==> src/rtl/scene_render.sv <==
// VGA 640x480 scene renderer: sync timing, layered sprites/walls and a BCD score.
// Define SCENE_SNAPSHOT_EN to latch scene inputs at vblank for tear-free frames.
module scene_render (
  input  logic        clk,
  input  logic        rst_n,
  input  logic [9:0]  ay,
  input  logic [9:0]  by,
  input  logic [9:0]  cy,
  input  logic [10:0] at,
  input  logic [10:0] bt,
  input  logic [10:0] ct,
  input  logic [10:0] applex,
  input  logic [10:0] bombx,
  input  logic [9:0]  appley,
  input  logic [9:0]  bomby,
  input  logic [10:0] pig,
  input  logic        eaten,
  input  logic [1:0]  state,
  input  logic        plusone,
  input  logic        clr,
  output logic        hs,
  output logic        vs,
  output logic [3:0]  r,
  output logic [3:0]  g,
  output logic [3:0]  b,
  output logic [15:0] score,
  output logic        frame_tick
);

  localparam logic [9:0] H_LAST = 10'd799;
  localparam logic [9:0] V_LAST = 10'd524;

  localparam logic [11:0] COL_PIG   = 12'hFAB;
  localparam logic [11:0] COL_BOMB  = 12'h222;
  localparam logic [11:0] COL_APPLE = 12'hF00;
  localparam logic [11:0] COL_WALL  = 12'hA50;
  localparam logic [11:0] COL_SKY   = 12'h08F;
  localparam logic [11:0] COL_OVER  = 12'h800;

  logic [9:0]  hcnt_q, hcnt_d, vcnt_q, vcnt_d;
  logic        hs_q, hs_d, vs_q, vs_d;
  logic [11:0] rgb_q, rgb_d;
  logic [15:0] score_q, score_d;
  logic        plus_q;

  logic [9:0]  ay_s, by_s, cy_s, appley_s, bomby_s;
  logic [10:0] at_s, bt_s, ct_s, applex_s, bombx_s, pig_s;
  logic        eaten_s;
  logic [1:0]  state_s;

  always_comb begin
    hcnt_d = hcnt_q + 10'd1;
    vcnt_d = vcnt_q;
    if (hcnt_q == H_LAST) begin
      hcnt_d = 10'd0;
      vcnt_d = (vcnt_q == V_LAST) ? 10'd0 : vcnt_q + 10'd1;
    end
  end

  assign frame_tick = (hcnt_q == 10'd0) && (vcnt_q == 10'd480);

`ifdef SCENE_SNAPSHOT_EN
  logic [9:0]  ay_q, by_q, cy_q, appley_q, bomby_q;
  logic [10:0] at_q, bt_q, ct_q, applex_q, bombx_q, pig_q;
  logic        eaten_q;
  logic [1:0]  state_q;

  // Reset snapshot hides the apple until the first vblank capture.
  always_ff @(posedge clk or negedge rst_n) begin
    if (!rst_n) begin
      ay_q <= '0; by_q <= '0; cy_q <= '0;
      at_q <= '0; bt_q <= '0; ct_q <= '0;
      applex_q <= '0; appley_q <= '0;
      bombx_q <= '0; bomby_q <= '0;
      pig_q <= '0; eaten_q <= 1'b1; state_q <= '0;
    end else if (frame_tick) begin
      ay_q <= ay; by_q <= by; cy_q <= cy;
      at_q <= at; bt_q <= bt; ct_q <= ct;
      applex_q <= applex; appley_q <= appley;
      bombx_q <= bombx; bomby_q <= bomby;
      pig_q <= pig; eaten_q <= eaten; state_q <= state;
    end
  end

  assign ay_s = ay_q;         assign by_s = by_q;         assign cy_s = cy_q;
  assign at_s = at_q;         assign bt_s = bt_q;         assign ct_s = ct_q;
  assign applex_s = applex_q; assign appley_s = appley_q;
  assign bombx_s = bombx_q;   assign bomby_s = bomby_q;
  assign pig_s = pig_q;       assign eaten_s = eaten_q;   assign state_s = state_q;
`else
  assign ay_s = ay;           assign by_s = by;           assign cy_s = cy;
  assign at_s = at;           assign bt_s = bt;           assign ct_s = ct;
  assign applex_s = applex;   assign appley_s = appley;
  assign bombx_s = bombx;     assign bomby_s = bomby;
  assign pig_s = pig;         assign eaten_s = eaten;     assign state_s = state;
`endif

  // 12-bit operands leave headroom so "+offset" bounds never wrap.
  function automatic logic inWall(input logic [11:0] x, input logic [11:0] y,
                                  input logic [9:0] wy, input logic [10:0] wt);
    logic [11:0] wy12, wt12;
    wy12 = {2'b00, wy};
    wt12 = {1'b0, wt};
    return (y >= wy12) && (y < wy12 + 12'd20) &&
           ((x <= wt12 + 12'd10) || (x >= wt12 + 12'd150));
  endfunction

  function automatic logic inBox(input logic [11:0] x, input logic [11:0] y,
                                 input logic [10:0] cx, input logic [9:0] top);
    logic [11:0] cx12, top12;
    cx12  = {1'b0, cx};
    top12 = {2'b00, top};
    return (x + 12'd8 >= cx12) && (x < cx12 + 12'd8) &&
           (y >= top12) && (y < top12 + 12'd16);
  endfunction

  logic [11:0] x12, y12;
  logic        visible, pigHit, bombHit, appleHit, wallHit;

  assign x12      = {2'b00, hcnt_q};
  assign y12      = {2'b00, vcnt_q};
  assign visible  = (hcnt_q < 10'd640) && (vcnt_q < 10'd480);
  assign pigHit   = (x12 + 12'd16 >= {1'b0, pig_s}) && (x12 < {1'b0, pig_s} + 12'd16) &&
                    (y12 >= 12'd384) && (y12 < 12'd416);
  assign bombHit  = inBox(x12, y12, bombx_s, bomby_s);
  assign appleHit = inBox(x12, y12, applex_s, appley_s) && !eaten_s;
  assign wallHit  = inWall(x12, y12, ay_s, at_s) || inWall(x12, y12, by_s, bt_s) ||
                    inWall(x12, y12, cy_s, ct_s);

  always_comb begin
    rgb_d = 12'h000;
    if (visible) begin
      if (pigHit)        rgb_d = COL_PIG;
      else if (bombHit)  rgb_d = COL_BOMB;
      else if (appleHit) rgb_d = COL_APPLE;
      else if (wallHit)  rgb_d = COL_WALL;
      else               rgb_d = (state_s == 2'd2) ? COL_OVER : COL_SKY;
    end
    hs_d = !((hcnt_q >= 10'd656) && (hcnt_q <= 10'd751));
    vs_d = !((vcnt_q >= 10'd490) && (vcnt_q <= 10'd491));
  end

  // Ripple BCD increment; clear wins over a coincident edge.
  always_comb begin
    logic       carry;
    logic [3:0] dig;
    score_d = score_q;
    carry   = 1'b1;
    dig     = 4'd0;
    if (clr) begin
      score_d = 16'h0000;
    end else if (plusone && !plus_q && (state == 2'd1)) begin
      for (int i = 0; i < 4; i++) begin
        dig = score_q[4*i +: 4];
        if (carry) begin
          if (dig == 4'd9) begin
            dig = 4'd0;
          end else begin
            dig   = dig + 4'd1;
            carry = 1'b0;
          end
        end
        score_d[4*i +: 4] = dig;
      end
    end
  end

  always_ff @(posedge clk or negedge rst_n) begin
    if (!rst_n) begin
      hcnt_q  <= 10'd0;
      vcnt_q  <= 10'd0;
      hs_q    <= 1'b1;
      vs_q    <= 1'b1;
      rgb_q   <= 12'h000;
      score_q <= 16'h0000;
      plus_q  <= 1'b0;
    end else begin
      hcnt_q  <= hcnt_d;
      vcnt_q  <= vcnt_d;
      hs_q    <= hs_d;
      vs_q    <= vs_d;
      rgb_q   <= rgb_d;
      score_q <= score_d;
      plus_q  <= plusone;
    end
  end

  assign hs    = hs_q;
  assign vs    = vs_q;
  assign r     = rgb_q[11:8];
  assign g     = rgb_q[7:4];
  assign b     = rgb_q[3:0];
  assign score = score_q;

endmodule

==> config.mk <==
export PLATFORM = sky130hd
export DESIGN_NAME = scene_render
export DESIGN_NICKNAME = d
export VERILOG_FILES = /design/src/rtl/scene_render.sv
export SDC_FILE = /design/constraint.sdc
export NUM_CORES = 1
export LEC_CHECK = 0
export ABC_AREA = 1
export CORE_ASPECT_RATIO = 0.7
export CORE_MARGIN = 3
export CORE_UTILIZATION = 57
export CTS_BUF_LIST = sky130_fd_sc_hd__clkbuf_2
export DETAILED_ROUTE_END_ITERATION = 7
export PLACE_DENSITY = 0.93
export RECOVER_POWER = 100
export SETUP_SLACK_MARGIN = 0.05
export SYNTH_ARGS = -nofsm -noshare
export SYNTH_HDL_FRONTEND = slang
export SYNTH_SLANG_ARGS = --single-unit
==> constraint.sdc <==
create_clock -name clk -period 3.55 [get_ports clk]
set_clock_uncertainty 0.1 [all_clocks]
set_input_delay 0.5325 -clock clk [delete_from_list [all_inputs] [get_ports clk]]
set_output_delay 0.5325 -clock clk [all_outputs]
set_load 0.01 [all_outputs]
# --- Yosys cells after proc, flatten, opt, wreduce, memory -nomap -nowiden ---
# Index checks and enable logic that the tools add are counted.
totals:
  register_bits: 51
  romBits: 0
  input_bits: 123
  word_cells: 138
  mem_count: 0
  ramBits: 0
  latchBits: 0
classes:
  n_shift: 0
  n_reduce_logical: 39
  n_mux: 28
  add_sub_neg: 22
  multipliers: 0
  bitwise: 0
  n_eq_ne: 9
  n_div: 0
  n_lt_le_gt_ge: 30
ops:
  columns: ["cell", "count"]
  rows:
  - ["2-to-1 mux 12 bit", 6]
  - ["adder 10 x 5 -> 11 bit, second input constant", 6]
  - ["adder 11 x 4 -> 12 bit, second input constant", 5]
  - ["less-than comparator 10 x 11 -> 1 bit", 5]
  - [">= comparator 10 bit", 5]
  - ["adder 11 x 8 -> 12 bit, second input constant", 3]
  - [">= comparator 10 x 12 -> 1 bit", 3]
  - ["less-or-equal comparator 10 x 12 -> 1 bit", 3]
  - ["less-than comparator 10 x 12 -> 1 bit", 3]
  - ["2-to-1 mux 16 bit", 2]
  - ["2-to-1 mux 4 bit", 7]
  - [">= comparator 11 bit", 2]
  - ["logical AND 1 bit", 22]
  - ["adder 10 x 1 -> 10 bit, second input constant", 2]
  - ["equality test 10 bit, second input constant", 2]
  - [">= comparator 10 x 9 -> 1 bit, second input constant", 2]
  - ["less-than comparator 10 x 9 -> 1 bit, second input constant", 2]
  - ["2-to-1 mux 10 bit", 2]
  - ["adder 4 x 1 -> 4 bit, second input constant", 4]
  - ["equality test 4 bit, second input constant", 4]
  - ["adder 11 x 5 -> 12 bit, second input constant", 1]
  - [">= comparator 12 x 11 -> 1 bit", 1]
  - ["adder 10 x 4 -> 11 bit, second input constant", 1]
  - ["2-to-1 mux 1 bit", 11]
  - ["12 further kinds", 24]

# --- Depth between registers and ports, before layout ---
# Gate-level depths: netlist (run 1).
logic_depth:
  depth_word: 14
  depth_mapped: 21
  mapped_depth_nobuf: 21

# --- Least setup slack after synthesis (run 1) ---
# Ideal clock, no wire load.
synth_path:
  path_type: "register to register"
  startpoint: "reg hcnt_q[4]"
  endpoint: "reg rgb_q[11]"
  path_stages_with_launch: 19
  arrival_time_ns: 2.570
  n_path_buf: 0
  t_required_ns: 3.330
  slack_ns: 0.760
  setup_ns: 0.120
  path_cell_list: "dfrtp_1 > ha_1 > nand2_1 > nor2_1 > inv_1 > nor2_1 > a21oi_1 > a21oi_1 > ha_1 > nand2_1 > nor2_1 > a211oi_1 > o211ai_1 > nor2_1 > nor2_1 > nor2_1 > nand4_1 > nand2_1 > nand2_1"
synth_between:
  elab_chain_cells: 10
  word_cells_on_any_way: 39
synth_lines:
  columns: ["item", "line", "source"]
  rows:
  - ["start: declaration", "40", "logic [9:0] hcnt_q, hcnt_d, vcnt_q, vcnt_d;"]
  - ["start signal: assignment", "178", "hcnt_q <= hcnt_d;"]
  - ["adder 10 x 4 -> 11 bit, or another cell as far along", "113", "return (x + 12'd8 >= cx12) && (x < cx12 + 12'd8) &&"]
  - [">= comparator 11 bit or logical OR 1 bit (tied branches)", "113, 105", null]
  - ["logical AND 1 bit, on equally long branches", "113, 104", null]
  - ["logical AND 1 bit or logical OR 1 bit (tied branches)", "113, 127", null]
  - ["logical AND 1 bit or logical OR 1 bit (tied branches)", "114, 127", null]
  - ["logical AND 1 bit or 2-to-1 mux 12 bit (tied branches)", "126, 136", null]
  - ["2-to-1 mux 12 bit", "135", "else if (appleHit) rgb_d = COL_APPLE;"]
  - ["2-to-1 mux 12 bit", "134", "else if (bombHit) rgb_d = COL_BOMB;"]
  - ["2-to-1 mux 12 bit", "133", "if (pigHit) rgb_d = COL_PIG;"]
  - ["2-to-1 mux 12 bit *", "132", "if (visible) begin"]
  - ["net rgb_d[11]", "42", "logic [11:0] rgb_q, rgb_d;"]
  - ["end signal: assignment", "182", "rgb_q <= rgb_d;"]
  - ["end: declaration", "42", null]
# Mark *: on every way through the listed nets, which the timed path passes. The rest lies on a longest branch.
# A chain may end at the register's enable or synchronous reset.

# --- Final worst setup path (run 1) ---
layout_path:
  startpoint: "reg vcnt_q[6]"
  endpoint: "out frame_tick"
layout_between:
  elab_chain_cells: 2
layout_lines:
  columns: ["item", "line", "source"]
  rows:
  - ["start: declaration", "40", null]
  - ["start signal: assignment", "179", "vcnt_q <= vcnt_d;"]
  - ["equality test 10 x 9 -> 1 bit", "60", "assign frame_tick = (hcnt_q == 10'd0) && (vcnt_q == 10'd480);"]
  - ["logical AND 1 bit", "60", null]
  - ["end: declaration", "27", "output logic frame_tick"]
# Every way passes these cells.

==> impl_results.md, run 1 <==
- Die Y: 112 um
- Tot GR Track Use: 27.7%
- Post-route cell area: 11100 um^2
- Final GP Congestion: 0.943
- Synthesis-to-layout area growth: 20.2%
- Reg2Reg Depth: 12
- Placed Area: 11100 um^2
- Global route overflow: 0
- CP max stage delay: 0.86 ns
- Inserted Diodes: 0
- Cell Pwr Density: 152 nW/um^2
- Die W: 158 um
- Reg2Reg Setup Slack: 0.30 ns
- Initial antenna violation count: 0
- Vias in the first global route: 9215
- Clock transition at the registers of the reported paths: 0.26 ns
- Sequential cell area: 1180 um^2
- Worst-case headroom to the max-slew limit: -67.7%
- Leakage Power: 6.03 nW
- Worst Hold End: vcnt_q[0]
- Req. time, crit path: 2.92 ns
- Layout cell share with drive strength beyond 1: 2.72%
- #FFs+latches synth: 47
- I/O Pins: 154
- DRT Pass-1 Iters: 6
- DR DRC count: 0
- CTS tree: yes
- Synthesized Nets: 1683
- Slowest CP cell: dfrtp_1
- Avg Inst Size Synth: 6.91 um^2
- Global-route wire length before repair: 41400 um
- Core footprint: 15600 um^2
- Crit-path cells: inv_1, nor2_1, nor4b_1, dlygate4sd3_1
- Fmax: 0.301 GHz
- Hold Vio Cnt, Final: 0
- Worst min-delay path class: reg2reg
- Post-synth cell types: 46
- Nets: 1856
- Clock Path Buffers: 2
- Placed instance count: 1701
- Clk root buf: clkbuf_2
- Filler instances: 1233
- Number of synthesized flops with an enable pin: 0
- Largest net degree at the start of global routing: 48
- Fin cells: 1709
- Ys flop type: dfrtp_1
- Hold path cells: 1
- CP Max Fanout: 13
- Async set or reset register ratio after synthesis: 100%
- Peak VDD IR: 0.118 mV
- Max_cap viols: 1
- Post-Route Setup TNS: 0 ns
- Max Slew Vio Count: 48
- Wire length per cell: 14.5 um
- Worst Hold Launch: vcnt_q[0]
- Unrepaired setup endpoints after global routing: false
- Critical R2R Launch: hcnt_q[1]
- Drt first-iter violations: 626
- Critical Path End Type: output port
- I/O Buffers: 153
- Period utilisation layout: 93.5%
- H-Tree Depth: 2
- Hpwl dp: 20900 um
- Most frequent cells in the layout: nand2_1 (250), inv_1 (229), ha_1 (225), clkdlybuf4s50_1 (120), nor2_1 (116)
- Die ar.: 17800 um^2
- Synth warn: 0
- Via count: 9496
- Multi-input logic area: 7070 um^2
- Cell Area, Synth: 9220 um^2
- Syn Inst Count: 1335
- Clk_lat worst skew: 0.44 ns
- Final setup viols: 0
- Worst Max-Slew Pin Slew: 2.52 ns
- Critical path data arrival time: 2.69 ns
- Crit path launch type: register
- CTS buffer count: 5
- Smallest hold slack: 0.433 ns
- Number of core rows: 38
- CP Class: reg2out
- Post-synthesis sequential area ratio: 12.8%
- Via/cell ratio: 5.56
- Failing checks: capacitance limit, slew limit
- Initial core utilization: 58.9%
- Min Tclk post-route: 3.32 ns
- Post-route antenna net violation count: 0
- Final WL: 24800 um
- Status: complete, but fails checks
- Worst flop-to-flop path endpoint: vcnt_q[9]
- CTS Sinks: 47
- Commonest non-fill, non-tap cell in the layout: nand2_1
synth_stat cells, types with 2 or more instances:
cell       number  area share (%)
xnor2_1         7            0.67
ha_1          225              31
nand3_1        71             3.9
nand4_1        27             1.8
a2111oi_0       2            0.19
nor3b_1         6            0.49
buf_2           2            0.11
o21ai_1         4            0.22
a21o_1          6            0.49
nor2_4          4            0.49
inv_1         226             9.2
o22ai_1         5            0.34
nand2_2         3            0.20
nor4_1          7            0.48
o21ai_0        46             2.5
dfrtp_1        45              12
dfstp_2         2            0.57
buf_4           4            0.33
o21a_1         11            0.90
nand2_1       249              10
inv_2           6            0.24
nor3_1         44             2.4
a21oi_1        92             5.0
o31ai_1         4            0.33
nor2_1        111             4.5
o2111ai_1       2            0.19
o21bai_1        9            0.73
and3_1          2            0.14
a211oi_1        7            0.57
xor2_1         84             8.0
mux2i_1         2            0.22
a31oi_1         6            0.41
power by group:
| part | leakage [nW] | internal, mW | switching, mW |
|---|---|---|---|
| sequential | 0.610 | 0.573 | 0.0446 |
| clock | 0.0290 | 0.0501 | 0.190 |
| combinational | 5.39 | 0.395 | 0.437 |
per-stage QoR:
stage | utilization (%) | total power, mW | setup WS [ns]
6_report | 70.9 | 1.69 | 0.231
4_1_cts | 71.2 | 1.71 | 0.297
3_3_place_gp | 70.9 | 1.42 | 0.111
5_1_grt | 70.9 | 1.83 | 0.0601
2_1_floorplan | - | 1.08 | 0.760
3_5_place_dp | 70.9 | 1.47 | -0.0244
kinds of logic (layout without fill, tap and decap cells):
| logic type | Yosys count | count (layout) | synth area share [%] |
|---|---|---|---|
| AOI/OAI and AO/OA | 200 | 200 | 12.4 |
| buffers and inverters | 239 | 413 | 9.95 |
| muxes | 2 | 2 | 0.217 |
| DFF | 47 | 47 | 12.8 |
| xor gates and xnor gates | 91 | 91 | 8.65 |
| and+or+nand+nor | 531 | 531 | 25.5 |
| adders and majority gates | 225 | 225 | 30.5 |
layout make-up:
type | count | share of cell area (%)
inverters | 233 | 7.91
repair buffers | 172 | 15.0
clock inverters | 2 | 0.113
clock buffers | 6 | 0.271
well taps | 200 | 2.26
multi-input cells | 1049 | 63.8
flip-flops and latches | 47 | 10.6
timing repair:
| item | 4_1_cts | 5_1_grt |
|---|---|---|
| setup endpoints to repair | 0 | 5 |
| setup buffers | 0 | 0 |
| gates resized for setup | 0 | 1 |
| hold buffers | 0 | 0 |
metal layers:
| metal | global-route usage (%) | vias to the layer above | part of all wire, % |
|---|---|---|---|
| met5 | 0 | - | 0 |
| met4 | 5.21 | 0 | 1.6 |
| met3 | 2.97 | 39 | 7.8 |
| met2 | 45.4 | 377 | 44 |
| met1 | 39.8 | 4287 | 47 |
| li1 | - | 4793 | - |
sequential cells by signal, summed over array words and instances (netlist names):
signal  count
score      16
hcnt_q     10
vcnt_q     10
rgb_q       8
hs          1
plus_q      1
vs          1
worst max-delay path: cells and delay by family (launching register included):
| kind | cells | cell delay, ns |
|---|---|---|
| buffers and inverters | 2 | 0.92 |
| and+or+nand+nor | 2 | 0.47 |
| DFF | 1 | 0.86 |
worst max path at each step:
stage | slack (ns) | to | start | depth (start not counted)
2_1_floorplan | 0.76 | rgb_q[11] | hcnt_q[4] | 18
3_3_place_gp | 0.11 | rgb_q[9] | ct[1] | 18
3_5_place_dp | -0.02 | rgb_q[2] | at[1] | 21
4_1_cts | 0.30 | frame_tick | vcnt_q[6] | 4
5_1_grt | 0.06 | frame_tick | vcnt_q[6] | 4
6_report | 0.23 | frame_tick | vcnt_q[6] | 4
No activity file was read; power rests on OpenSTA's default activity.
==> run 2: changes to the inputs <==
Settings changed: PLACE_DENSITY 0.93 to 0.9.
==> run 2 against run 1 <==
  * The run still ends with capacitance limit, slew limit left
  * Hold slack worse by 0.0017 ns
  * Setup slack better by 0.016 ns
  * Sequential share of layout area about the same
  * Total power down 0.36%
  * Count of clock-buffer cells in the layout unchanged
  * Clock power down 2%
  * Sequential power about the same
  * Non-clock buffer count down 2
  * Critical path depth unchanged
  * Largest cell class unchanged
  * Largest power group unchanged
  * Highest routed layer unchanged
==> impl_results.md, run 2 (synthesis gave the netlist of run 1 again) <==
- Nets: 1854 (was 1856)
- Clk root buf: clkbuf_2 (unchanged)
- Die ar.: 17800 um^2 (unchanged)
- Critical R2R Launch: hcnt_q[1] (unchanged)
- Period utilisation layout: 93.0% (was 93.5%)
- Most frequent cells in the layout: nand2_1 (251), inv_1 (229), ha_1 (225), clkdlybuf4s50_1 (119), nor2_1 (115) (was nand2_1 (250), inv_1 (229), ha_1 (225), clkdlybuf4s50_1 (120), nor2_1 (116))
- Fmax: 0.303 GHz (was 0.301 GHz)
- Fin cells: 1707 (was 1709)
- DP Worst Slack: -0.133 ns (was -0.0244 ns)
- Layout cell share with drive strength beyond 1: 2.52% (was 2.72%)
- Hold Vio Cnt, Final: 0 (unchanged)
- Final setup viols: 0 (unchanged)
- Die Y: 112 um (unchanged)
- Tot GR Track Use: 28.1% (was 27.7%)
- Crit path launch type: register (unchanged)
- Total power: 1.68 mW (was 1.69 mW)
- Vias in the first global route: 9095 (was 9215)
- Worst Max-Slew Pin Slew: 2.18 ns (was 2.52 ns)
- Critical path data arrival time: 2.67 ns (was 2.69 ns)
- Sequential cell area: 1180 um^2 (about the same)
- Number of core rows: 38 (unchanged)
- Final GP Congestion: 0.899 (was 0.943)
- Met2 routed WL: 10900 um (about the same)
- Global-route wire length before repair: 41700 um (was 41400 um)
- CP Class: reg2out (unchanged)
- DRT Pass-1 Iters: 5 (was 6)
- Peak VDD IR: 0.132 mV (was 0.118 mV)
- Synthesis-to-layout area growth: 20.2% (about the same)
- I/O Pins: 154 (unchanged)
- CTS Sinks: 47 (unchanged)
- Clock transition at the registers of the reported paths: 0.25 ns (was 0.26 ns)
- Multi-input logic area: 7080 um^2 (was 7070 um^2)
- Status: complete, but fails checks (unchanged)
- Leakage Power: 6.04 nW (was 6.03 nW)
- Worst path bufs/invs: 2 (unchanged)
- Crit. Startpoint: vcnt_q[6] (unchanged)
- Worst Hold Launch: score[10] (was vcnt_q[0])
- Initial core utilization: 58.9% (unchanged)
- Final Util: 70.8% (was 70.9%)
- Top sig layer: met4 (unchanged)
- Max_cap viols: 1 (unchanged)
- Req. time, crit path: 2.92 ns (about the same)
- CP top delay family: buffers and inverters (unchanged)
- Inserted Diodes: 0 (unchanged)
- Commonest non-fill, non-tap cell in the layout: nand2_1 (unchanged)
- Setup WS post-layout: 0.247 ns (was 0.231 ns)
- Critical Path End Type: output port (unchanged)
- Max Slew Vio Count: 41 (was 48)
- CTS buffer count: 5 (unchanged)
- Core footprint: 15600 um^2 (unchanged)
- Initial antenna violation count: 0 (unchanged)
- Hpwl dp: 21100 um (was 20900 um)
- Worst min-delay path class: reg2reg (unchanged)
- Post-route antenna net violation count: 0 (unchanged)
- CP Max Fanout: 13 (unchanged)
- Clk_lat worst skew: 0.45 ns (was 0.44 ns)
- Clock Path Buffers: 2 (unchanged)
- H-Tree Depth: 2 (unchanged)
- Metal1 wirelength: 11700 um (was 11600 um)
- Filler instances: 1268 (was 1233)
- Unrepaired setup endpoints after global routing: false (unchanged)
- DR DRC count: 0 (unchanged)
- Cell Pwr Density: 152 nW/um^2 (about the same)
- Global route overflow: 0 (unchanged)
- Via/cell ratio: 5.54 (was 5.56)
- Slowest CP cell: dfrtp_1 (unchanged)
- Drt first-iter violations: 624 (was 626)
- Worst-case headroom to the max-slew limit: -45.3% (was -67.7%)
- Via count: 9453 (was 9496)
- DR WL met3: 1960 um (was 1950 um)
- Placed instance count: 1699 (was 1701)
- Largest net degree at the start of global routing: 41 (was 48)
- CTS tree: yes (unchanged)
- Min Tclk post-route: 3.30 ns (was 3.32 ns)
- Crit-path cells: inv_1, nor2_1, nor4b_1, dlygate4sd3_1 (unchanged)
- Largest register FFs: 16 (unchanged)
- Final WL: 25000 um (was 24800 um)
- Die W: 158 um (unchanged)
- Failing checks: capacitance limit, slew limit (unchanged)
- Wire length per cell: 14.6 um (was 14.5 um)
- CP max stage delay: 0.81 ns (was 0.86 ns)
- I/O Buffers: 153 (unchanged)
run 2: cell types whose count changed in the layout (fill, tap and decap cells not counted), sizes merged:
cell | previous run | this run
buf | 19 | 16
clkbuf | 7 | 8
clkdlybuf4s50 | 120 | 119
clkinv | 1 | 2
clkinvlp | 1 | 0
dlygate4sd3 | 32 | 33
run 2: what timing repair did:
| action | 4_1_cts | 5_1_grt |
|---|---|---|
| hold endpoints to repair | 0 | 0 |
| resized for setup | 0 | 2 |
| buffers inserted | 0 | 0 |
| hold buffers | 0 | 0 |
| endpoints found under the setup margin | 0 | 6 |
run 2: area by class of cell:
class | count | area share, %
Clock buffer | 6 | 0.271
Clock inverter | 2 | 0.113
Inverter | 233 | 7.91
Multi-Input combinational cell | 1049 | 63.9
Sequential cell | 47 | 10.6
Tap cell | 200 | 2.26
Timing Repair Buffer | 170 | 14.9
run 2: worst paths after layout:
kind | end | slack, ns | depth (start not counted)
setup / recovery | frame_tick | 0.25 | 4
hold / removal | score[10] | 0.43 | 1
setup reg to reg | vcnt_q[9] | 0.34 | 12
hold reg to reg | score[10] | 0.43 | 1
max in group asynchronous | vcnt_q[1] | 1.54 | 1
min in group asynchronous | score[15] | 0.57 | 1
run 2: routing by layer:
metal  GRT usage (%)  vias up
li1                -     4798
met1            40.8     4253
met5               0        -
met4            5.62        0
met3            2.93       45
met2            45.4      357
run 2: report_power, final:
group | switching, mW | internal (mW) | leakage (nW)
clock | 0.184 | 0.0509 | 0.0306
combinational | 0.436 | 0.394 | 5.40
sequential | 0.0452 | 0.573 | 0.610
total | 0.665 | 1.02 | 6.04
run 2: through the flow:
stage,hold slack (ns),area [um^2],TNS [ns]
finish,0.432,11100,0
global route,0.461,11100,0
CTS,0.103,11100,0
detailed placement,0.403,11100,-0.530
global placement,0.391,11100,-0.00106
floorplan,0.137,9220,0
==> run 3: changes to the inputs <==
Settings changed: CELL_PAD_IN_SITES_DETAIL_PLACEMENT set to 1, CELL_PAD_IN_SITES_GLOBAL_PLACEMENT set to 2, CORE_UTILIZATION 57 to 31, PLACE_DENSITY 0.9 to 0.88.
==> run 3 against run 2 <==
  * The run still ends with capacitance limit, slew limit left
  * Die area rose by 79%
  * Clock power grew 3%
  * Via count fell by 1.5%
  * Combinational power rose by 1%
  * Sequential power hardly changed
  * Sequential share of layout area down 0.34 points
  * Maximum frequency grew 1.5%
  * Final area increased by 3.4%
  * Utilization is 31 points lower
  * Count of clock-buffer cells in the layout rose by 1
  * Critical endpoint unchanged
==> impl_results.md, run 3 (synthesis gave the netlist of run 1 again) <==
- Slowest CP cell: dlygate4sd3_1 (was dfrtp_1)
- Worst min-delay path class: reg2reg (unchanged)
- Clock transition at the registers of the reported paths: 0.27 ns (was 0.25 ns)
- Number of core rows: 52 (was 38)
- CP max stage delay: 0.69 ns (was 0.81 ns)
- Largest net degree at the start of global routing: 38 (was 41)
- Critical Path End Type: output port (unchanged)
- CTS buffer count: 5 (unchanged)
- Nets: 1874 (was 1854)
- Vias in the first global route: 9652 (was 9095)
- Seq pwr share: 36.3% (was 36.7%)
- Fin cells: 1906 (was 1707)
- CTS tree: yes (unchanged)
- Crit-path cells: buf_4, inv_1, ha_1, nand4_1, nor4b_1, dlygate4sd3_1 (was inv_1, nor2_1, nor4b_1, dlygate4sd3_1)
- Hpwl dp: 25500 um (was 21100 um)
- Status: complete, but fails checks (unchanged)
- Worst Max-Slew Pin Slew: 2.12 ns (was 2.18 ns)
- Commonest non-fill, non-tap cell in the layout: nand2_1 (unchanged)
- Die Y: 150 um (was 112 um)
- Drt first-iter violations: 396 (was 624)
- Period utilisation layout: 91.7% (was 93.0%)
- Via count: 9308 (was 9453)
- Clock power share: 14.2% (was 14.0%)
- Final GP Congestion: 0.811 (was 0.899)
- Min Tclk post-route: 3.25 ns (was 3.30 ns)
- I/O Buffers: 153 (unchanged)
- Max Slew Vio Count: 38 (was 41)
- Worst path bufs/invs: 3 (was 2)
- Leakage Power: 6.15 nW (was 6.04 nW)
- H-Tree Depth: 2 (unchanged)
- Setup WS post-layout: 0.296 ns (was 0.247 ns)
- Final WL: 29400 um (was 25000 um)
- DR DRC count: 0 (unchanged)
- Critical path data arrival time: 2.62 ns (was 2.67 ns)
- Final setup viols: 0 (unchanged)
- Fmax: 0.307 GHz (was 0.303 GHz)
- DRT Pass-1 Iters: 4 (was 5)
- Cell Pwr Density: 149 nW/um^2 (was 152 nW/um^2)
- Initial antenna violation count: 2 (was 0)
- Hold Vio Cnt, Final: 0 (unchanged)
- I/O Pins: 154 (unchanged)
- Unrepaired setup endpoints after global routing: false (unchanged)
- Internal power: 1.03 mW (was 1.02 mW)
- Post-route antenna net violation count: 0 (unchanged)
- Initial core utilization: 31.7% (was 58.9%)
- Total power: 1.70 mW (was 1.68 mW)
- Largest register FFs: 16 (unchanged)
- Sw Share: 39.7% (was 39.5%)
- CP top delay family: buffers and inverters (unchanged)
- CP Max Fanout: 6 (was 13)
- Most frequent cells in the layout: nand2_1 (250), inv_1 (228), ha_1 (225), clkdlybuf4s50_1 (120), nor2_1 (114) (was nand2_1 (251), inv_1 (229), ha_1 (225), clkdlybuf4s50_1 (119), nor2_1 (115))
- Failing checks: capacitance limit, slew limit (unchanged)
- Req. time, crit path: 2.92 ns (about the same)
- Clk root buf: clkbuf_2 (unchanged)
- Clock Path Buffers: 2 (unchanged)
- Sw power: 0.675 mW (was 0.665 mW)
- Global-route wire length before repair: 47700 um (was 41700 um)
- CP Class: reg2out (unchanged)
- Placed instance count: 1897 (was 1699)
- Synthesis-to-layout area growth: 24.3% (was 20.2%)
- Die ar.: 31900 um^2 (was 17800 um^2)
- Combinational power share: 49.4% (was 49.3%)
- Die W: 212 um (was 158 um)
- CTS Sinks: 47 (unchanged)
- Global route overflow: 0 (unchanged)
- Peak VDD IR: 0.0967 mV (was 0.132 mV)
- Layout cell share with drive strength beyond 1: 4.13% (was 2.52%)
- Clk_lat worst skew: 0.44 ns (was 0.45 ns)
- Post-Route Setup TNS: 0 ns (unchanged)
- Tot GR Track Use: 18.4% (was 28.1%)
- Core footprint: 29100 um^2 (was 15600 um^2)
- Worst-case headroom to the max-slew limit: -41.6% (was -45.3%)
- Wire length per cell: 15.4 um (was 14.6 um)
- Via/cell ratio: 4.88 (was 5.54)
- Max_cap viols: 1 (unchanged)
- DP Worst Slack: -0.142 ns (was -0.133 ns)
- Crit path launch type: register (unchanged)
- Setup Buffers After CTS: 0 (unchanged)
[run 3: power by group through the flow]
stage	clock, mW	sequential, mW	combinational [mW]
after floorplan	0	0.636	0.446
after global placement	0	0.626	0.832
after detailed placement	0	0.629	0.865
after CTS	0.253	0.620	0.871
after global routing	0.272	0.626	0.966
final	0.242	0.618	0.842
[run 3: layout make-up]
type	instances	area, um^2
antenna	1	2.50
clock buffer	7	35.0
clock inverter	1	5.00
fill	3701	17600
inverter	233	876
multi-input combinational	1049	7100
sequential	47	1180
tap	378	473
timing repair buffer	190	1800
[run 3: repair_timing]
item / 4_1_cts / 5_1_grt
endpoints found under the hold margin: 0 / 0
resized for setup: 0 / 4
hold buffers: 0 / 0
setup endpoints to repair: 0 / 6
[run 3: worst paths after layout]
| kind | slack [ns] | to | startpoint | cells past startpoint |
|---|---|---|---|---|
| max | 0.30 | frame_tick | hcnt_q[4] | 6 |
| min | 0.43 | vcnt_q[0] | vcnt_q[0] | 1 |
| max reg2reg | 0.34 | rgb_q[11] | hcnt_q[4] | 19 |
| min reg2reg | 0.43 | vcnt_q[0] | vcnt_q[0] | 1 |
| max in group asynchronous | 1.36 | plus_q | rst_n | 2 |
| min in group asynchronous | 0.57 | vcnt_q[9] | rst_n | 1 |
[run 3: worst reg2reg max path: stages, from the launching register on]
cell and delay (ns):
dfrtp_2 0.47, ha_1 0.24, nand2_1 0.10, nor2_2 0.13, inv_1 0.08, nor2_1 0.16, a21oi_1 0.12, a21oi_2 0.22
ha_1 0.29, nand2_1 0.09, nor2_1 0.05, a211oi_1 0.21, o211ai_1 0.13, nor2_1 0.12, nor2_1 0.06, clkbuf_2 0.14
nor2_1 0.18, nand4_1 0.11, nand2_1 0.07, nand2_1 0.05
[run 3: routing by layer]
metal / vias to the layer above / GRT usage [%] / wire, um
met5: - / 0 / 13
met3: 8 / 1.81 / 1040
met1: 4358 / 26.9 / 15300
li1: 4829 / - / -
met4: 2 / 0.970 / 57
met2: 111 / 30.7 / 13000
[run 3: stage by stage]
| stage | hold slack [ns] | utilization, % | instance area (um^2) |
|---|---|---|---|
| global route | 0.462 | 39.4 | 11500 |
| floorplan | 0.137 | - | 9220 |
| global placement | 0.386 | 39.4 | 11500 |
| finish | 0.426 | 39.4 | 11500 |
| detailed placement | 0.398 | 39.4 | 11500 |
| CTS | 0.0874 | 39.5 | 11500 |
